File: src/rtl/mac_result_fifo.sv
`default_nettype none
// ============================================================================
// Module   : mac_result_fifo
// Purpose  : Output buffer for the sum-of-squares accumulator. Every result
//            the accumulator strobes out is captured into a small
//            first-word-fall-through FIFO and drained through a ready/valid
//            handshake. Two sticky status flags are kept:
//              drop - a sample arrived while the FIFO was full and no pop
//                     was freeing a slot, so the sample was discarded
//              wrap - a sample was smaller than the sample before it,
//                     i.e. the accumulator wrapped around
// Ports    :
//   clk        in   clock, rising edge
//   reset      in   synchronous, active-high reset
//   valid_in   in   sample strobe (accumulator valid_out)
//   f_in       in   sample data  (accumulator f)
//   out_ready  in   consumer takes the head entry this cycle
//   clear      in   synchronous clear of drop / wrap
//   out_valid  out  head entry present
//   out_data   out  head entry, combinational from storage
//   count      out  occupancy 0..DEPTH
//   full       out  count == DEPTH
//   empty      out  count == 0
//   drop       out  sticky sample-discarded flag
//   wrap       out  sticky wrap-around flag
// Revision : 1.0 - initial release
// ============================================================================
module mac_result_fifo #(
  parameter int WIDTH = 20,
  parameter int DEPTH = 8
) (
  input  logic                       clk,
  input  logic                       reset,
  input  logic                       valid_in,
  input  logic [WIDTH-1:0]           f_in,
  input  logic                       out_ready,
  input  logic                       clear,
  output logic                       out_valid,
  output logic [WIDTH-1:0]           out_data,
  output logic [$clog2(DEPTH+1)-1:0] count,
  output logic                       full,
  output logic                       empty,
  output logic                       drop,
  output logic                       wrap
);

  // Pointer width: DEPTH is a power of two, so the pointers wrap modulo
  // DEPTH simply by overflowing.
  localparam int AW = $clog2(DEPTH);
  localparam int CW = $clog2(DEPTH+1);

  localparam logic [AW-1:0] c_ptr_one   = AW'(1);
  localparam logic [CW-1:0] c_cnt_one   = CW'(1);
  localparam logic [CW-1:0] c_cnt_zero  = '0;
  localparam logic [CW-1:0] c_cnt_depth = CW'(DEPTH);

  // --------------------------------------------------------------------------
  // State
  // --------------------------------------------------------------------------
  logic [WIDTH-1:0] r_mem [DEPTH];
  logic [AW-1:0]    r_wr_ptr;
  logic [AW-1:0]    r_rd_ptr;
  logic [CW-1:0]    r_count;
  logic [WIDTH-1:0] r_prev_f;
  logic             r_prev_seen;
  logic             r_drop;
  logic             r_wrap;

  // --------------------------------------------------------------------------
  // Combinational control
  // --------------------------------------------------------------------------
  logic w_full;
  logic w_empty;
  logic w_pop;
  logic w_push;
  logic w_drop_set;
  logic w_wrap_set;

  // Status decodes straight from the count register, so no input reaches
  // out_valid / full / empty combinationally.
  assign w_full  = (r_count == c_cnt_depth);
  assign w_empty = (r_count == c_cnt_zero);

  // A pop frees the head slot in the same edge, which lets a push into a
  // full FIFO proceed when the consumer is also taking data.
  assign w_pop      = !w_empty && out_ready;
  assign w_push     = valid_in && (!w_full || w_pop);
  assign w_drop_set = valid_in && w_full && !w_pop;

  // Unsigned compare; equal samples are not a wrap. Tracking applies to
  // every strobed sample, accepted or dropped.
  assign w_wrap_set = valid_in && r_prev_seen && (f_in < r_prev_f);

  // --------------------------------------------------------------------------
  // Storage: intentionally not reset. Writes are suppressed during reset so
  // a sample strobed in the reset cycle never lands in memory.
  // --------------------------------------------------------------------------
  always_ff @(posedge clk) begin
    if (!reset && w_push) begin
      r_mem[r_wr_ptr] <= f_in;
    end
  end

  // --------------------------------------------------------------------------
  // Pointers and occupancy
  // --------------------------------------------------------------------------
  always_ff @(posedge clk) begin
    if (reset) begin
      r_wr_ptr <= '0;
      r_rd_ptr <= '0;
    end else begin
      if (w_push) begin
        r_wr_ptr <= r_wr_ptr + c_ptr_one;
      end
      if (w_pop) begin
        r_rd_ptr <= r_rd_ptr + c_ptr_one;
      end
    end
  end

  // Count is kept as its own register rather than derived from the pointers,
  // which removes the full/empty ambiguity of equal pointers.
  always_ff @(posedge clk) begin
    if (reset) begin
      r_count <= '0;
    end else begin
      unique case ({w_push, w_pop})
        2'b10:   r_count <= r_count + c_cnt_one;
        2'b01:   r_count <= r_count - c_cnt_one;
        default: r_count <= r_count;
      endcase
    end
  end

  // --------------------------------------------------------------------------
  // Previous-sample tracking for wrap detection (unaffected by clear)
  // --------------------------------------------------------------------------
  always_ff @(posedge clk) begin
    if (reset) begin
      r_prev_f    <= '0;
      r_prev_seen <= 1'b0;
    end else if (valid_in) begin
      r_prev_f    <= f_in;
      r_prev_seen <= 1'b1;
    end
  end

  // --------------------------------------------------------------------------
  // Sticky flags: a set in the same cycle beats clear.
  // --------------------------------------------------------------------------
  always_ff @(posedge clk) begin
    if (reset) begin
      r_drop <= 1'b0;
    end else if (w_drop_set) begin
      r_drop <= 1'b1;
    end else if (clear) begin
      r_drop <= 1'b0;
    end
  end

  always_ff @(posedge clk) begin
    if (reset) begin
      r_wrap <= 1'b0;
    end else if (w_wrap_set) begin
      r_wrap <= 1'b1;
    end else if (clear) begin
      r_wrap <= 1'b0;
    end
  end

  // --------------------------------------------------------------------------
  // Outputs
  // --------------------------------------------------------------------------
  // First-word fall-through: the head entry is read directly at the read
  // pointer, so the next entry shows as soon as the pointer moves.
  assign out_data  = r_mem[r_rd_ptr];
  assign out_valid = !w_empty;
  assign count     = r_count;
  assign full      = w_full;
  assign empty     = w_empty;
  assign drop      = r_drop;
  assign wrap      = r_wrap;

endmodule
`default_nettype wire

File: config.mk
export PLATFORM = sky130hd
export DESIGN_NAME = mac_result_fifo
export DESIGN_NICKNAME = d
export VERILOG_FILES = /design/src/rtl/mac_result_fifo.sv
export SDC_FILE = /design/constraint.sdc
export NUM_CORES = 1
export LEC_CHECK = 0
export CORE_MARGIN = 4
export CORE_UTILIZATION = 50
export CTS_CLUSTER_SIZE = 30
export DETAILED_ROUTE_END_ITERATION = 6
export GPL_TIMING_DRIVEN = 0
export PLACE_DENSITY = 0.72
export SYNTH_ARGS = -nofsm -noshare
export SYNTH_HDL_FRONTEND = slang
export SYNTH_SLANG_ARGS = --single-unit
File: constraint.sdc
create_clock -name clk -period 3.4 [get_ports clk]
set_input_delay 0.51 -clock clk [delete_from_list [all_inputs] [get_ports clk]]
set_output_delay 0.51 -clock clk [all_outputs]
set_load 0.01 [all_outputs]
==> flow_summary_export.csv, run 1 <==
group,metric,value,unit
run_status,status,"finished, final reports clean",
setup_path,crit_type,"reg -> out",
hold_path,hold_end,"r_prev_seen",
setup_path,reg2reg_setup_slack,0.80,ns
setup_path,arrival,2.65,ns
detailed_routing,dr.max_layer_used,"met4",
detailed_routing,drtIter0Drc,344,
run,cap_violations,0,
detailed_routing,drc,0,
place,dpl_cell_area,8920,um^2
setup_path,r2r_start,"count[0]",
floorplanning,die_height,134,um
cts,htreeDepth,4,
synth,yosys.area.top_type_share,0.605,
synth,avgSynthCellArea,17.6,um^2
place,gp_congestion,0.786,
setup_path,r2r_end,"r_mem[0][2]",
floorplanning,rows,45,
place,dp.cells,726,
detailed_routing,antenna_left,0,
layout,final_area,9510,um^2
place,io_buffer_count,52,
layout,stdcell_count,758,
cts,root_buffer,"clkbuf_16",
setup_path,crit_required,2.89,ns
sta,final.setup_skew,0.00940,ns
synth,synth_edf_count,160,
grt,track_usage,0.179,
synth,synth_fp_nets,500,
sta,fin_crit,3.16,ns
setup_path,critPathLaunchType,"flop",
synth,yosysTopAreaCell,"edfxtp_1",
hold_path,hp-class,"reg -> reg",
sta,worst_pin_slew,0.850,ns
detailed_routing,wl_met3,709,um
hold_path,hold_start,"r_prev_seen",
grt,grt.overflow.total,0,
sta,drv_slew,0,
detailed_routing,vias_per_cell,5.46,
synth,yosys_warnings,0,
setup_path,max_stage_delay,0.66,ns
layout,area_delta_synth_final,19.8,%
cts,clockBufferDepth,2,
cts,post_cts_buffers,0,
power,ir_worst_vdd,0.385,mV
cts,ctsHoldBuffers,0,
detailed_routing,route.vias.total,4138,
cts,path_clk_slew,0.07,ns
sta,timing.fmax,0.316,GHz
sta,final.setup.tns,0,ns
floorplanning,design.core.area,15400,um^2
synth,async_flop_share,0,
synth,syn_inst,451,
cts,cts_tree,"yes",
place,hpwlAfterDp,10300,um
setup_path,cp_max_fo,10,
sta,finalHoldViolations,0,
setup_path,slowest_stage,"clkbuf_1",
floorplanning,die_w,134,um
synth,synth_area_leaders,"edfxtp_1, mux4_2, dfxtp_1",
layout,fillers,1075,
power,p_leak,3.24,nW
layout,drive_above_1_share,0.229,
cts,post_cts_resized,0,
synth,seq_area_frac_synth,0.696,
hold_path,holdPathStages,2,
grt,grt_max_degree,19,
setup_path,worstPathCellList,"clkbuf_1 -> mux4_2 -> mux2_2 -> clkdlybuf4s50_1",
layout,num_antenna_cells,0,
floorplanning,die_area,18000,um^2
detailed_routing,wl_per_cell,20.0,um
power,power,6.24,mW
grt,grt_pass1_vias,4318,
sta,final-setup-viol-count,0,
setup_path,ff2ff_path_depth,7,
sta,max-slew-margin-rel,0.433,
detailed_routing,routed-wl-met2,7420,um
sta,post-route-period-util,0.930,
grt,grt_pass1_wl,24200,um
cts,cts_sinks,196,
cts,clock_latency,0.43,ns
power,powerDensity,656,nW/um^2
synth,synth_cell_type_count,37,
cts,cts_buffers,17,
synth,ys_top_cells_by_count,"edfxtp_1, mux4_2, nor2_1",
synth,synth.most_common_cell,"edfxtp_1",
setup_path,cp-end-kind,"output port",
synth,ys_ff_latch,196,
synth,syn-cell-area,7940,um^2
layout,final_net_count,583,
synth,yosys_most_used_dff,"edfxtp_1",
detailed_routing,drt_first_pass_iters,4,
floorplanning,ios,54,
grt,antenna_found_initial,0,
floorplanning,initial_core_util,0.516,
detailed_routing,drt-total-wl,15200,um
sta,grt_setup_unrepaired,"no",
detailed_routing,m1WireLength,6770,um
## cell families (layout without fill, tap and decap cells)
| family | after synthesis | in the layout | synth area share |
|---|---|---|---|
| multiplexers | 83 | 83 | 0.171 |
| adder cells (fa/ha/maj) | 24 | 24 | 0.0388 |
| flip-flops | 196 | 196 | 0.696 |
| XOR/XNOR | 6 | 6 | 0.00662 |
| buffers and inverters | 45 | 141 | 0.0224 |
| AND/OR/NAND/NOR | 70 | 70 | 0.0405 |
| AO/OA/AOI/OAI | 27 | 27 | 0.0249 |
## stage by stage
step / util / worst slack, ns / hold slack (ns)
2_1_floorplan: - / 0.347 / 0.440
3_3_place_gp: 0.568 / -1.37 / 0.452
3_5_place_dp: 0.580 / 0.372 / 0.465
4_1_cts: 0.619 / 0.211 / 0.481
5_1_grt: 0.619 / 0.117 / 0.519
6_report: 0.619 / 0.237 / 0.482
## layer usage
layer / vias up / global-route usage
li1: 1910 / -
met1: 2106 / 0.248
met2: 105 / 0.285
met3: 17 / 0.0375
met4: 0 / 0.0646
met5: - / 0
## flip-flops by register name, summed over array words and instances (netlist names), named ones only
register     count
r_wr_ptr         3
drop             1
r_rd_ptr         3
r_mem          160
r_prev_seen      1
wrap             1
count            4
r_prev_f        20
## power breakdown
part / internal (mW) / switching [mW]
Clock: 1.11 / 0.896
Combinational: 0.817 / 0.653
Sequential: 2.69 / 0.0774
Total: 4.61 / 1.63
## cell usage in the layout (no fill, tap or decap), drive strengths merged, types with 2 or more instances in the layout
cell           instances
o21ai                  4
ha                    23
mux4                  40
nand3                  3
mux2i                 23
xor2                   2
inv                   34
mux2                  20
clkbuf                30
nand2                 11
buf                   19
a21oi                 13
clkinv                 3
nor3                   3
xnor2                  4
bufinv                 2
dfxtp                 36
edfxtp               160
nor2                  38
a21o                   2
nor4                   2
nand4                  3
nand2b                 4
clkdlybuf4s50         52
## critical path, delay by kind of cell, from the launching register on
family | cells | cell delay [ns]
buffers and inverters | 2 | 1.14
multiplexers | 2 | 0.71
flip-flops | 1 | 0.37
## worst max path at each step
stage	end	slack (ns)	cells after the start	start
6_report	out_data[0]	0.24	4	flop
4_1_cts	out_data[19]	0.21	4	flop
2_1_floorplan	r_mem[5][0]	0.35	4	valid_in
5_1_grt	out_data[18]	0.12	5	flop
3_3_place_gp	r_mem[5][10]	-1.37	5	out_ready
3_5_place_dp	r_mem[0][0]	0.37	7	out_ready
## layout make-up
| cell class | count | area [um^2] | share of cell area |
|---|---|---|---|
| multi-input cells | 210 | 2290 | 0.240 |
| repair buffers | 64 | 667 | 0.0701 |
| clock inverters | 14 | 163 | 0.0171 |
| well taps | 211 | 264 | 0.0278 |
| plain buffers | 19 | 80.1 | 0.00842 |
| clock buffers | 18 | 429 | 0.0451 |
| flip-flops and latches | 196 | 5530 | 0.581 |
| inverters | 26 | 97.6 | 0.0103 |
Power figures use the tool's default switching activity.
==> inputs of run 2 (changes only) <==
--- a/config.mk
+++ b/config.mk
@@ -7,6 +7,7 @@
 export LEC_CHECK = 0
 export CORE_MARGIN = 4
 export CORE_UTILIZATION = 50
+export CTS_CLUSTER_DIAMETER = 150
 export CTS_CLUSTER_SIZE = 30
 export DETAILED_ROUTE_END_ITERATION = 6
 export GPL_TIMING_DRIVEN = 0
==> results of run 2 <==
No change in the layout: final DEF, timing and power equal those of run 1.
==> edit 1 (config.mk and constraints of run 2) <==
The parameter `DEPTH` goes from 8 to 4.
--- a/src/rtl/mac_result_fifo.sv
+++ b/src/rtl/mac_result_fifo.sv
@@ -28,5 +28,5 @@
 module mac_result_fifo #(
   parameter int WIDTH = 20,
-  parameter int DEPTH = 8
+  parameter int DEPTH = 4
 ) (
   input  logic                       clk,
Interface: changed (resized count); port bits go from 54 to 53. No check against the original RTL was run, so the function may have changed too.
==> edit 1 against run 2 <==
- synthesized area is 41% lower
- sequential cell count is 84 lower
- setup slack better by 0.51 ns
- worst hold slack lost 0.0090 ns
- wire length decreased by 46%
- non-clock buffer count is 20 lower
- total power shrank 53%
- cell area fell by 42%
- critical path type unchanged
- largest cell class unchanged
- largest power group unchanged
==> edit 1: results (changes against run 2) <==
Post-DP HPWL 5408 µm (was 10260 µm); Area contributors post-synth edfxtp_1 (51%), dfxtp_1 (14%), mux4_2 (9.7%) (was edfxtp_1 (61%), mux4_2 (11%), dfxtp_1 (9.1%)); Worst-Skew Late Latency 0.36 ns (was 0.43 ns); Hold WS 0.4728 ns (was 0.4818 ns); gr usage total 16.13% (was 17.94%); outcome finished clean (unchanged); Clock Pin Slew Worst Setup and Hold Paths 0.10 ns (was 0.07 ns); DR pass1 iterations 5 (was 4); Fillers 684 (was 1075); iteration-0 DRC count of the detailed router 106 (was 344); number of synthesized flops with an enable pin 80 (was 160); vias in the first global route 2706 (was 4318); Worst-Margin Slew 1.146 ns (was 0.8498 ns); R2R cell count 4 (was 7); Synthesized Nets 353 (was 500); gpl congestion 0.7741 (was 0.7859); Syn Area/Cell 15.35 µm² (was 17.60 µm²); via count 2543 (was 4138); IR drop worst, VDD 0.0002331 V (was 0.0003852 V); Min-Delay Startpoint drop (was r_prev_seen); Num CTS Buffers 9 (was 17); Worst Hold End drop (was r_prev_seen); Largest register FFs 80 (was 160); layout cell share with drive strength beyond 1 12.13% (was 22.85%); total wire length 8146 µm (was 15150 µm); ranking of synthesized cells by instance count edfxtp_1 (80), nor2_1 (33), dfxtp_1 (32) (was edfxtp_1 (160), mux4_2 (40), nor2_1 (38)); Final Net Count 415 (was 583); flop-to-flop setup slack 1.18 ns (was 0.80 ns); Static Leakage 1.935 nW (was 3.235 nW); # H-tree levels 3 (was 4)
[edit 1: cell count changes after synthesis, sizes merged, moves of 4 or more]
cell / before / now
dfxtp: 36 / 32
mux4: 40 / 20
clkbuf: 12 / 5
nand2: 11 / 7
mux2: 20 / 0
edfxtp: 160 / 80
nor2: 38 / 33
and2: 0 / 4
[edit 1: cell type report]
type | instances | area share, %
well taps | 108 | 2.465
multi-input cells | 155 | 26.75
plain buffers | 12 | 1.141
inverters | 25 | 1.712
clock buffers | 11 | 2.396
repair buffers | 51 | 9.311
clock inverters | 5 | 0.7303
flip-flops and latches | 112 | 55.50
[edit 1: worst max path at each step]
stage / to / slack [ns] / depth (start not counted)
detailed placement: r_mem[1][11] / 0.46 / 5
global route: out_data[10] / 0.63 / 3
floorplan: count[2] / 1.44 / 6
CTS: out_data[19] / 0.66 / 3
finish: out_data[19] / 0.75 / 3
global placement: r_mem[1][14] / 0.48 / 5
[edit 1: cells by family after synthesis]
| family | count (synthesis) | share of synthesized area [%] |
|---|---|---|
| xor+xnor | 5 | 0.9388 |
| flops | 112 | 65.22 |
| compound gates | 27 | 4.076 |
| fa+ha+maj | 24 | 6.597 |
| mux | 42 | 14.37 |
| buf+inv | 37 | 3.352 |
| simple gates | 57 | 5.444 |
[edit 1: metal layers]
layer	part of all wire (%)	track usage, %	vias to the layer above
li1	-	-	1240
met1	47	21.55	1261
met4	0.56	6.467	0
met2	51	26.57	38
met5	0	0	-
met3	2.0	2.713	4
[edit 1: critical path, cell delays in order (launching register included)]
cell	delay, ns
dfxtp_1	0.34
clkbuf_1	0.52
mux4_2	0.43
clkdlybuf4s50_1	0.50
[edit 1: through the flow]
stage | worst slack, ns | area, µm² | total power, mW | utilization [%]
6_report | 0.7519 | 5483 | 2.913 | 61.67
4_1_cts | 0.6629 | 5483 | 2.950 | 61.67
5_1_grt | 0.6257 | 5483 | 3.059 | 61.67
2_1_floorplan | 1.445 | 4666 | 1.966 | -
3_5_place_dp | 0.4639 | 5311 | 2.244 | 59.74
3_3_place_gp | 0.4765 | 5311 | 2.233 | 59.74
[edit 1: power by group]
| group | switching [mW] | internal, mW |
|---|---|---|
| registers | 0.0346 | 1.53 |
| clock network | 0.434 | 0.275 |
| logic | 0.290 | 0.346 |
==> edit 2 (flow settings as in run 2) <==
Without the edit above. Make the reset (`reset`) asynchronous in 5 clocked blocks. Comments in the files are not updated.
--- a/src/rtl/mac_result_fifo.sv
+++ b/src/rtl/mac_result_fifo.sv
@@ -105,5 +105,5 @@
   // Pointers and occupancy
   // --------------------------------------------------------------------------
-  always_ff @(posedge clk) begin
+  always_ff @(posedge clk or posedge reset) begin
     if (reset) begin
       r_wr_ptr <= '0;
@@ -121,5 +121,5 @@
   // Count is kept as its own register rather than derived from the pointers,
   // which removes the full/empty ambiguity of equal pointers.
-  always_ff @(posedge clk) begin
+  always_ff @(posedge clk or posedge reset) begin
     if (reset) begin
       r_count <= '0;
@@ -136,5 +136,5 @@
   // Previous-sample tracking for wrap detection (unaffected by clear)
   // --------------------------------------------------------------------------
-  always_ff @(posedge clk) begin
+  always_ff @(posedge clk or posedge reset) begin
     if (reset) begin
       r_prev_f    <= '0;
@@ -149,5 +149,5 @@
   // Sticky flags: a set in the same cycle beats clear.
   // --------------------------------------------------------------------------
-  always_ff @(posedge clk) begin
+  always_ff @(posedge clk or posedge reset) begin
     if (reset) begin
       r_drop <= 1'b0;
@@ -159,5 +159,5 @@
   end
 
-  always_ff @(posedge clk) begin
+  always_ff @(posedge clk or posedge reset) begin
     if (reset) begin
       r_wrap <= 1'b0;
Check against the original RTL: differs if reset is asserted again (counterexample within 4 cycles, from zero or initial values and one cycle with reset high); with reset held inactive, the same outputs for 10 cycles.
==> edit 2 against run 2 <==
- wire length increased by 0.68%
- sequential share of layout area increased by 0.59 points
- sequential cell count decreased by 3
- cell area increased by 0.88%
- total power increased by 17%
- synthesized area increased by 0.13%
- worst hold slack got worse by 0.0030 ns
- setup slack got worse by 0.10 ns
==> edit 2: results (changes against run 2) <==
Min-Delay Startpoint r_prev_seen (unchanged); area delta synth->final 20.71% (was 19.81%); placed cell count 717 (was 726); Static Leakage 3.383 nW (was 3.235 nW); ranking of synthesized cells by instance count edfxtp_1 (160), mux4_2 (40), dfrtp_1 (33) (was edfxtp_1 (160), mux4_2 (40), nor2_1 (38)); Worst-Margin Slew 0.7658 ns (was 0.8498 ns); Worst path max stage delay 0.56 ns (was 0.66 ns); Area contributors post-synth edfxtp_1 (60%), mux4_2 (11%), dfrtp_1 (10%) (was edfxtp_1 (61%), mux4_2 (11%), dfxtp_1 (9.1%)); Post-DP HPWL 10640 µm (was 10260 µm); vias in the first global route 4564 (was 4318); Synthesized Nets 488 (was 500); iteration-0 DRC count of the detailed router 375 (was 344); total wire length 15260 µm (was 15150 µm); asr flop ratio synth 17.10% (was 0%); Non-clk bufs 85 (was 83); Final Net Count 574 (was 583); I/O Buffers 53 (was 52); outcome finished clean (unchanged); layout cell share with drive strength beyond 1 23.42% (was 22.85%); IR drop worst, VDD 0.0004488 V (was 0.0003852 V); flop-to-flop setup slack 0.93 ns (was 0.80 ns); Critical Path Sink out_data[19] (was out_data[0]); multi-input gate share of total cell area 22.99% (was 24.03%); arrival time worst endpoint 2.75 ns (was 2.65 ns); clock network share of area 6.129% (was 6.222%); Worst R2R End count[3] (was r_mem[0][2]); via count 4209 (was 4138); Hold WS 0.4788 ns (was 0.4818 ns); Worst Skew 0.009029 ns (was 0.009400 ns); fmax 306.4 MHz (was 316.2 MHz); NonClk Buf Share 8.358% (was 7.853%); final std cells w/o fill 749 (was 758)
[edit 2: critical path: cells and delay by family (launching register included)]
kind	cells	cell delay, ns
buf+inv	3	1.11
flops	1	0.37
mux	2	0.84
[edit 2: cell families after synthesis]
group	count (synthesis)	share of synthesized area, %
adder cells (fa/ha/maj)	24	3.872
multiplexers	65	14.91
XOR/XNOR	6	0.6611
AND/OR/NAND/NOR	59	3.558
buffers and inverters	46	2.235
AO/OA/AOI/OAI	46	3.936
flip-flops	193	70.83
[edit 2: power groups by stage]
stage               combinational (mW)  clock (mW)  sequential, mW
floorplan                         1.44           0            2.96
global placement                  2.25           0            2.97
detailed placement                2.39           0            2.99
CTS                               2.41        2.00            2.94
global route                      2.57        2.11            2.96
finish                            2.36        1.98            2.94
[edit 2: metal layers]
layer | up-vias | part of all wire, % | track usage [%]
met5 | - | 0 | 0
met4 | 0 | 2.5 | 7.127
met3 | 30 | 5.4 | 4.539
met2 | 142 | 50 | 29.53
met1 | 2144 | 42 | 24.54
li1 | 1893 | - | -
